`config.mk`:
```
export PLATFORM = sky130hd
export DESIGN_NAME = mem_access_ctrl
export DESIGN_NICKNAME = d
export VERILOG_FILES = /design/src/rtl/mem_access_ctrl_pkg.sv /design/src/rtl/mem_access_ctrl.sv
export SDC_FILE = /design/constraint.sdc
export NUM_CORES = 1
export LEC_CHECK = 0
export BUFFER_PORTS_ARGS = -buffer_cell sky130_fd_sc_hd__buf_2
export CAP_MARGIN = 20
export CORE_UTILIZATION = 45
export CTS_BUF_LIST = sky130_fd_sc_hd__clkbuf_4 sky130_fd_sc_hd__clkbuf_8 sky130_fd_sc_hd__clkbuf_16
export CTS_CLUSTER_SIZE = 16
export DETAILED_ROUTE_END_ITERATION = 12
export HOLD_SLACK_MARGIN = 0.03
export PLACE_DENSITY = 0.83
export SETUP_SLACK_MARGIN = 0.05
export SLEW_MARGIN = 10
export SYNTH_ARGS = -nofsm -noshare
export SYNTH_HDL_FRONTEND = slang
export SYNTH_SLANG_ARGS = --single-unit
```
`constraint.sdc`:
```
create_clock -name clk -period 1.6 [get_ports clk]
set_clock_uncertainty 0.1 [all_clocks]
set_input_delay 0.32 -clock clk [delete_from_list [all_inputs] [get_ports clk]]
set_output_delay 0.32 -clock clk [all_outputs]
set_load 0.05 [all_outputs]
```
`src/rtl/mem_access_ctrl_pkg.sv`:
```
// Shared types and constants for the data-memory access controller.
package mem_access_ctrl_pkg;

    localparam int ADDR_W_DEF = 32;
    localparam int DATA_W_DEF = 32;

    // Opcodes the control decoder maps onto memRead / memWrite.
    localparam logic [6:0] OPC_LOAD   = 7'b0000011;
    localparam logic [6:0] OPC_STORE  = 7'b0100011;
    localparam logic [6:0] OPC_RTYPE  = 7'b0110011;
    localparam logic [6:0] OPC_BRANCH = 7'b1100011;

    typedef enum logic [1:0] {
        IDLE  = 2'd0,
        REQ   = 2'd1,
        DONE  = 2'd2,
        FAULT = 2'd3
    } state_t;

    function automatic logic is_misaligned(input logic [1:0] low_bits);
        return low_bits != 2'b00;
    endfunction

endpackage

```
`src/rtl/mem_access_ctrl.sv`:
```
// Load/store to valid/ack data-memory bus bridge that stalls the core until completion.
// Optional misaligned-access trap is compiled in with `define MISALIGN_TRAP_EN.
module mem_access_ctrl
    import mem_access_ctrl_pkg::*;
#(
    parameter int ADDR_W = ADDR_W_DEF,
    parameter int DATA_W = DATA_W_DEF
) (
    input  logic              clk,
    input  logic              rst_n,
    input  logic              mem_read,
    input  logic              mem_write,
    input  logic [ADDR_W-1:0] addr,
    input  logic [DATA_W-1:0] wdata,
    output logic              stall,
    output logic [DATA_W-1:0] rdata,
    output logic              rdata_valid,
    output logic              bus_req,
    output logic              bus_we,
    output logic [ADDR_W-1:0] bus_addr,
    output logic [DATA_W-1:0] bus_wdata,
    input  logic              bus_ack,
    input  logic [DATA_W-1:0] bus_rdata,
    output logic              fault
);

    state_t state;

    // Stall must rise in the very cycle a command appears, so it is decoded
    // from the current state and the live command rather than registered.
    always_comb begin
        stall = 1'b0;
        if (rst_n) begin
            case (state)
                IDLE:    stall = mem_read | mem_write;
                REQ:     stall = 1'b1;
                FAULT:   stall = 1'b1;
                default: stall = 1'b0;
            endcase
        end
    end

    always_ff @(posedge clk or negedge rst_n) begin
        if (!rst_n) begin
            state       <= IDLE;
            bus_req     <= 1'b0;
            bus_we      <= 1'b0;
            bus_addr    <= '0;
            bus_wdata   <= '0;
            rdata       <= '0;
            rdata_valid <= 1'b0;
            fault       <= 1'b0;
        end else begin
            rdata_valid <= 1'b0;
            fault       <= 1'b0;
            case (state)
                IDLE: begin
                    if (mem_read || mem_write) begin
                        bus_addr  <= addr;
                        bus_wdata <= wdata;
                        bus_we    <= mem_write;
`ifdef MISALIGN_TRAP_EN
                        if (is_misaligned(addr[1:0])) begin
                            state <= FAULT;
                        end else begin
                            state   <= REQ;
                            bus_req <= 1'b1;
                        end
`else
                        state   <= REQ;
                        bus_req <= 1'b1;
`endif
                    end
                end
                REQ: begin
                    if (bus_ack) begin
                        bus_req <= 1'b0;
                        state   <= DONE;
                        if (!bus_we) begin
                            rdata       <= bus_rdata;
                            rdata_valid <= 1'b1;
                        end
                    end
                end
                // The command is still held during DONE; returning to IDLE
                // without looking at it prevents a duplicate access.
                DONE: begin
                    state <= IDLE;
                end
`ifdef MISALIGN_TRAP_EN
                FAULT: begin
                    state <= DONE;
                    fault <= 1'b1;
                end
`endif
                default: begin
                    state   <= IDLE;
                    bus_req <= 1'b0;
                end
            endcase
        end
    end

endmodule

```
==> After elaboration in Yosys (flattened, before gate mapping) <==
Index checks and enable logic that the tools add are counted.
{ "word_totals": {"inputBits": 101, "reg_bits": 101} }
{ "classes": {"reduce_logical": 7, "n_mux": 11, "bitwise_logic": 3, "eq_ne": 5} }
{ "op_table": {"columns": ["operator", "count"], "rows": [
  ["1-bit two-way mux", 6],
  ["3-bit AND reduction", 2],
  ["2-bit equality test (second input constant)", 2],
  ["2-bit two-way mux", 2],
  ["2-bit inequality test (second input constant)", 2],
  ["2-bit case mux with 2 select lines", 1],
  ["2-bit AND reduction", 2],
  ["1-bit case mux with 3 select lines", 1],
  ["2-bit by 1-bit equality test with 1-bit output (second input constant)", 1],
  ["2-bit zero test", 1],
  ["1-bit inverter", 2],
  ["1-bit case mux with 2 select lines", 1],
  ["2-bit OR reduction", 1],
  ["1-bit logical OR", 1],
  ["1-bit bitwise OR", 1]
]} }

==> Logic depth before layout (Yosys ltp) <==
{ "logic_depth": {"word_depth": 4, "mapped_depth": 5, "depth_no_buf": 3} }

==> Least setup slack after synthesis <==
No wires, ideal clock.
{ "synth_path": {"path_kind": "reg-to-reg", "startpoint": "register bus_we", "endpoint": "register rdata[11]", "stages_incl_launch_ff": 4, "n_path_buf": 1, "setup_ns": 0.125, "setup_slack_ns": -0.076, "synth_period_minus_slack_ns": 1.676, "arrival_ns": 1.451, "path_cell_list": "dfrtp_1 nor3_4 buf_6 mux2_2"} }
{ "synth_between": {"elab_chain_cells": 2} }
{ "synth_lines": {"columns": ["item", "line_no", "source"], "rows": [
  ["start, declared", "mem_access_ctrl.sv:19", "output logic bus_we,"],
  ["start signal, assigned", "mem_access_ctrl.sv:61", "bus_we <= mem_write;"],
  ["1-bit inverter (no source line)", null, null],
  ["3-bit AND reduction (no source line)", null, null],
  ["end signal, assigned", "mem_access_ctrl.sv:80", "rdata <= bus_rdata;"],
  ["end, declared", "mem_access_ctrl.sv:16", "output logic [DATA_W-1:0] rdata,"]
]} }
No other way between the ends.
A chain may end at the register's enable or synchronous reset.

==> Final worst setup path <==
{ "layout_path": {"startpoint": "register state[1]", "endpoint": "register rdata[21]"} }
{ "layout_between": {"elab_chain_cells": 2} }
{ "layout_lines": {"columns": ["item", "line_no", "source"], "rows": [
  ["start, declared", "mem_access_ctrl.sv:27", "state_t state;"],
  ["start signal, assigned", "mem_access_ctrl.sv:45", "state <= IDLE;"],
  ["start signal, assigned", "mem_access_ctrl.sv:70", "state <= REQ;"],
  ["start signal, assigned", "mem_access_ctrl.sv:78", "state <= DONE;"],
  ["2-bit by 1-bit equality test with 1-bit output", "mem_access_ctrl.sv:56", "case (state)"],
  ["3-bit AND reduction (no source line)", null, null]
]} }
No other way between the ends.

==> out/results.md <==
| Item | Value |
|:---|:---|
| Number of instances in the synthesized netlist | 224 |
| CTS Sinks | 101 |
| Post-DR wirelength/cell | 15.4 um |
| Required time of the worst setup path | 1.73 ns |
| DIE HEIGHT | 96.4 um |
| Status | completed |
| Post-DRT Antenna Nets | 0 |
| Post-Syn Nets | 325 |
| HPWL Detailed | 6130 um |
| Placement-stage cell area | 5130 um^2 |
| Launching element type of the critical path | flip-flop |
| Initial antenna violation count | 0 |
| Worst path top cell family by delay | buffers and inverters |
| Data arrival, critical path | 1.72 ns |
| Post-route cell area | 5440 um^2 |
| Synth-to-Final Area Change | 35.7% |
| Kind of critical path | reg2reg |
| Achievable Freq | 629 MHz |
| Synth unique cells | 20 |
| WP buf/inv | 3 |
| Average instance area after synthesis | 17.9 um^2 |
| Cell type contributing the most total cell area after synthesis | dfrtp_1 |
| Wire length of the first global-routing pass | 12,000 um |
| Later-pin clock latency in the skew report | 0.35 ns |
| RSZ-0062 raised after global routing | yes |
| Remaining DRCs | 0 |
| Starting density of the core | 46.2% |
| Setup crit start | state[1] |
| Combined global-route utilization of all metal layers | 17.3% |
| Overflow left after global routing | 0 |
| Top cells by area in the synthesized netlist | dfrtp_1 (63%), mux2_4 (18%), mux2_2 (12%) |
| Placer Congestion | 0.741 |
| Worst Max-Slew Pin Slew | 0.546 ns |
| Normalized max-slew margin | 63.6% |
| Area of the core region | 8680 um^2 |
| Leading cell type in the layout, fill and taps excluded | buf_2 |
| CTS Root Cell | clkbuf_8 |
| Number of max-capacitance violations reported | 0 |
| Number of cell rows | 34 |
| Final count of hold timing violations | 0 |
| Full die area | 9290 um^2 |
| Fraction of layout cells with a size suffix above 1 | 74.1% |
| Post-route insts no fill | 549 |
| Slowest stage delay, CP | 0.44 ns |
| Total number of vias | 2,586 |
| Final setup vio count | 0 |
| Post-layout min period | 1.59 ns |
| Number of global-route vias before repair | 2,528 |
| # fillers | 658 |
| Part of the cycle the worst path needs | 99.3% |
| Number of buffers added on ports | 200 |
| Sequential element share of the synthesized area | 63.0% |
| Cell with the largest stage delay on the worst path | dfrtp_2 |
| Critical R2R Launch | state[1] |
| CP Cell Sequence | buf_4 -> nor3_4 -> buf_4 -> clkbuf_16 -> mux2_1 |
| Initial DRC Count | 57 |
| Number of pins with negative max-slew slack in the final report | 0 |
| Type of destination of the critical path | flip-flop |
| Critical path fanouts, max | 16 |
| Clock tree from TritonCTS | yes |
| HP Class | in2reg |
| Number of inserted diodes | 0 |
| Horizontal die dimension | 96.4 um |
| Clock Tree Buf Depth | 2 |
| Warnings, synthesis | 0 |
| CP most frequent cell | buf_4 |
| Worst hold margin | 0.0831 ns |
| FF+latch count, synth | 101 |
| Setup TNS Final | 0 ns |
| Commonest cells after routing, fill and taps aside | buf_2 (198), dfrtp_1 (98), mux2_4 (49) |
| 1st-pass router iterations | 4 |
| Total detailed-routing wirelength | 8460 um |
| Area share of the largest cell type after synthesis | 63.0% |
| Total placed cells including tap cells | 526 |
| Clock buffer count from CTS | 9 |
| Maximum number of pins on one net before global-route repair | 102 |
| Final net count | 537 |
| Clock slew at reported path FFs | 0.09 ns |
| Via count normalized by instance count | 4.71 |
| Launch point of the worst hold path | bus_rdata[16] |
| Syn Std Cell Area | 4010 um^2 |
| IO Pins | 202 |
| H-Tree Depth | 3 |
==> cells in the mapped netlist <==
cell type,n
nor3_4,1
nor2_2,1
buf_6,9
mux2_2,43
buf_4,1
nand2b_1,1
mux2_4,49
buf_2,1
mux2_1,4
dfrtp_1,101
nand2_1,1
o21ai_2,1
conb_1,1
o311ai_0,1
inv_1,1
o31ai_1,1
nand2_2,1
nor2_1,4
o21a_1,1
a22o_1,1
==> metrics by stage <==
step                      util, %  setup WS (ns)
final                        62.7         0.0109
after detailed placement     59.1      -0.000178
after global placement       59.1         0.0241
after floorplan                 -         0.0750
after CTS                    61.8        -0.0381
after global routing         62.7        -0.0602
==> cells by family after synthesis <==
family          synth area share, %
compound gates                 1.03
buf+inv                        2.93
flops                          63.0
mux                            31.6
other cells                  0.0935
simple gates                   1.34
==> state kept, by name, summed over array words and instances (netlist names) <==
register     count
bus_addr        32
rdata_valid      1
bus_we           1
bus_req          1
bus_wdata       32
rdata           32
state            2
==> timing repair <==
item | CTS | global route
cloned | 0 | 2
buffers inserted | 1 | 3
hold buffers | 1 | 0
endpoints found under the setup margin | 72 | 59
resized for setup | 4 | 2
pin swaps | 2 | 1
endpoints found under the hold margin | 101 | 0
==> path summary, 6_finish.rpt <==
| path | to | cells after the start | slack, ns |
|---|---|---|---|
| setup / recovery | rdata[21] | 5 | 0.01 |
| hold / removal | rdata[16] | 2 | 0.08 |
| setup reg to reg | rdata[21] | 5 | 0.01 |
| hold reg to reg | rdata[10] | 1 | 0.39 |
| max in group asynchronous | bus_we | 3 | 0.42 |
| min in group asynchronous | state[1] | 3 | 0.53 |
==> metal layers <==
metal	vias up	GRT usage, %	routed length [um]
met3	15	4.85	635
li1	1203	-	-
met1	1248	20.2	3350
met5	-	0	0
met2	120	29.8	4310
met4	0	7.84	163
==> final cells by class <==
class                      instances  area, um^2  share of cell area, %
sequential                       101        2530                   46.5
multi-input combinational        111        1370                   25.3
timing repair buffer             212        1190                   21.9
clock buffer                      11         145                   2.67
tap                              108         135                   2.48
clock inverter                     5        60.1                   1.10
inverter                           1        3.75                 0.0690
Power is not shown: default switching activity piles up to over one toggle a cycle in this logic, so the estimate is an artifact.
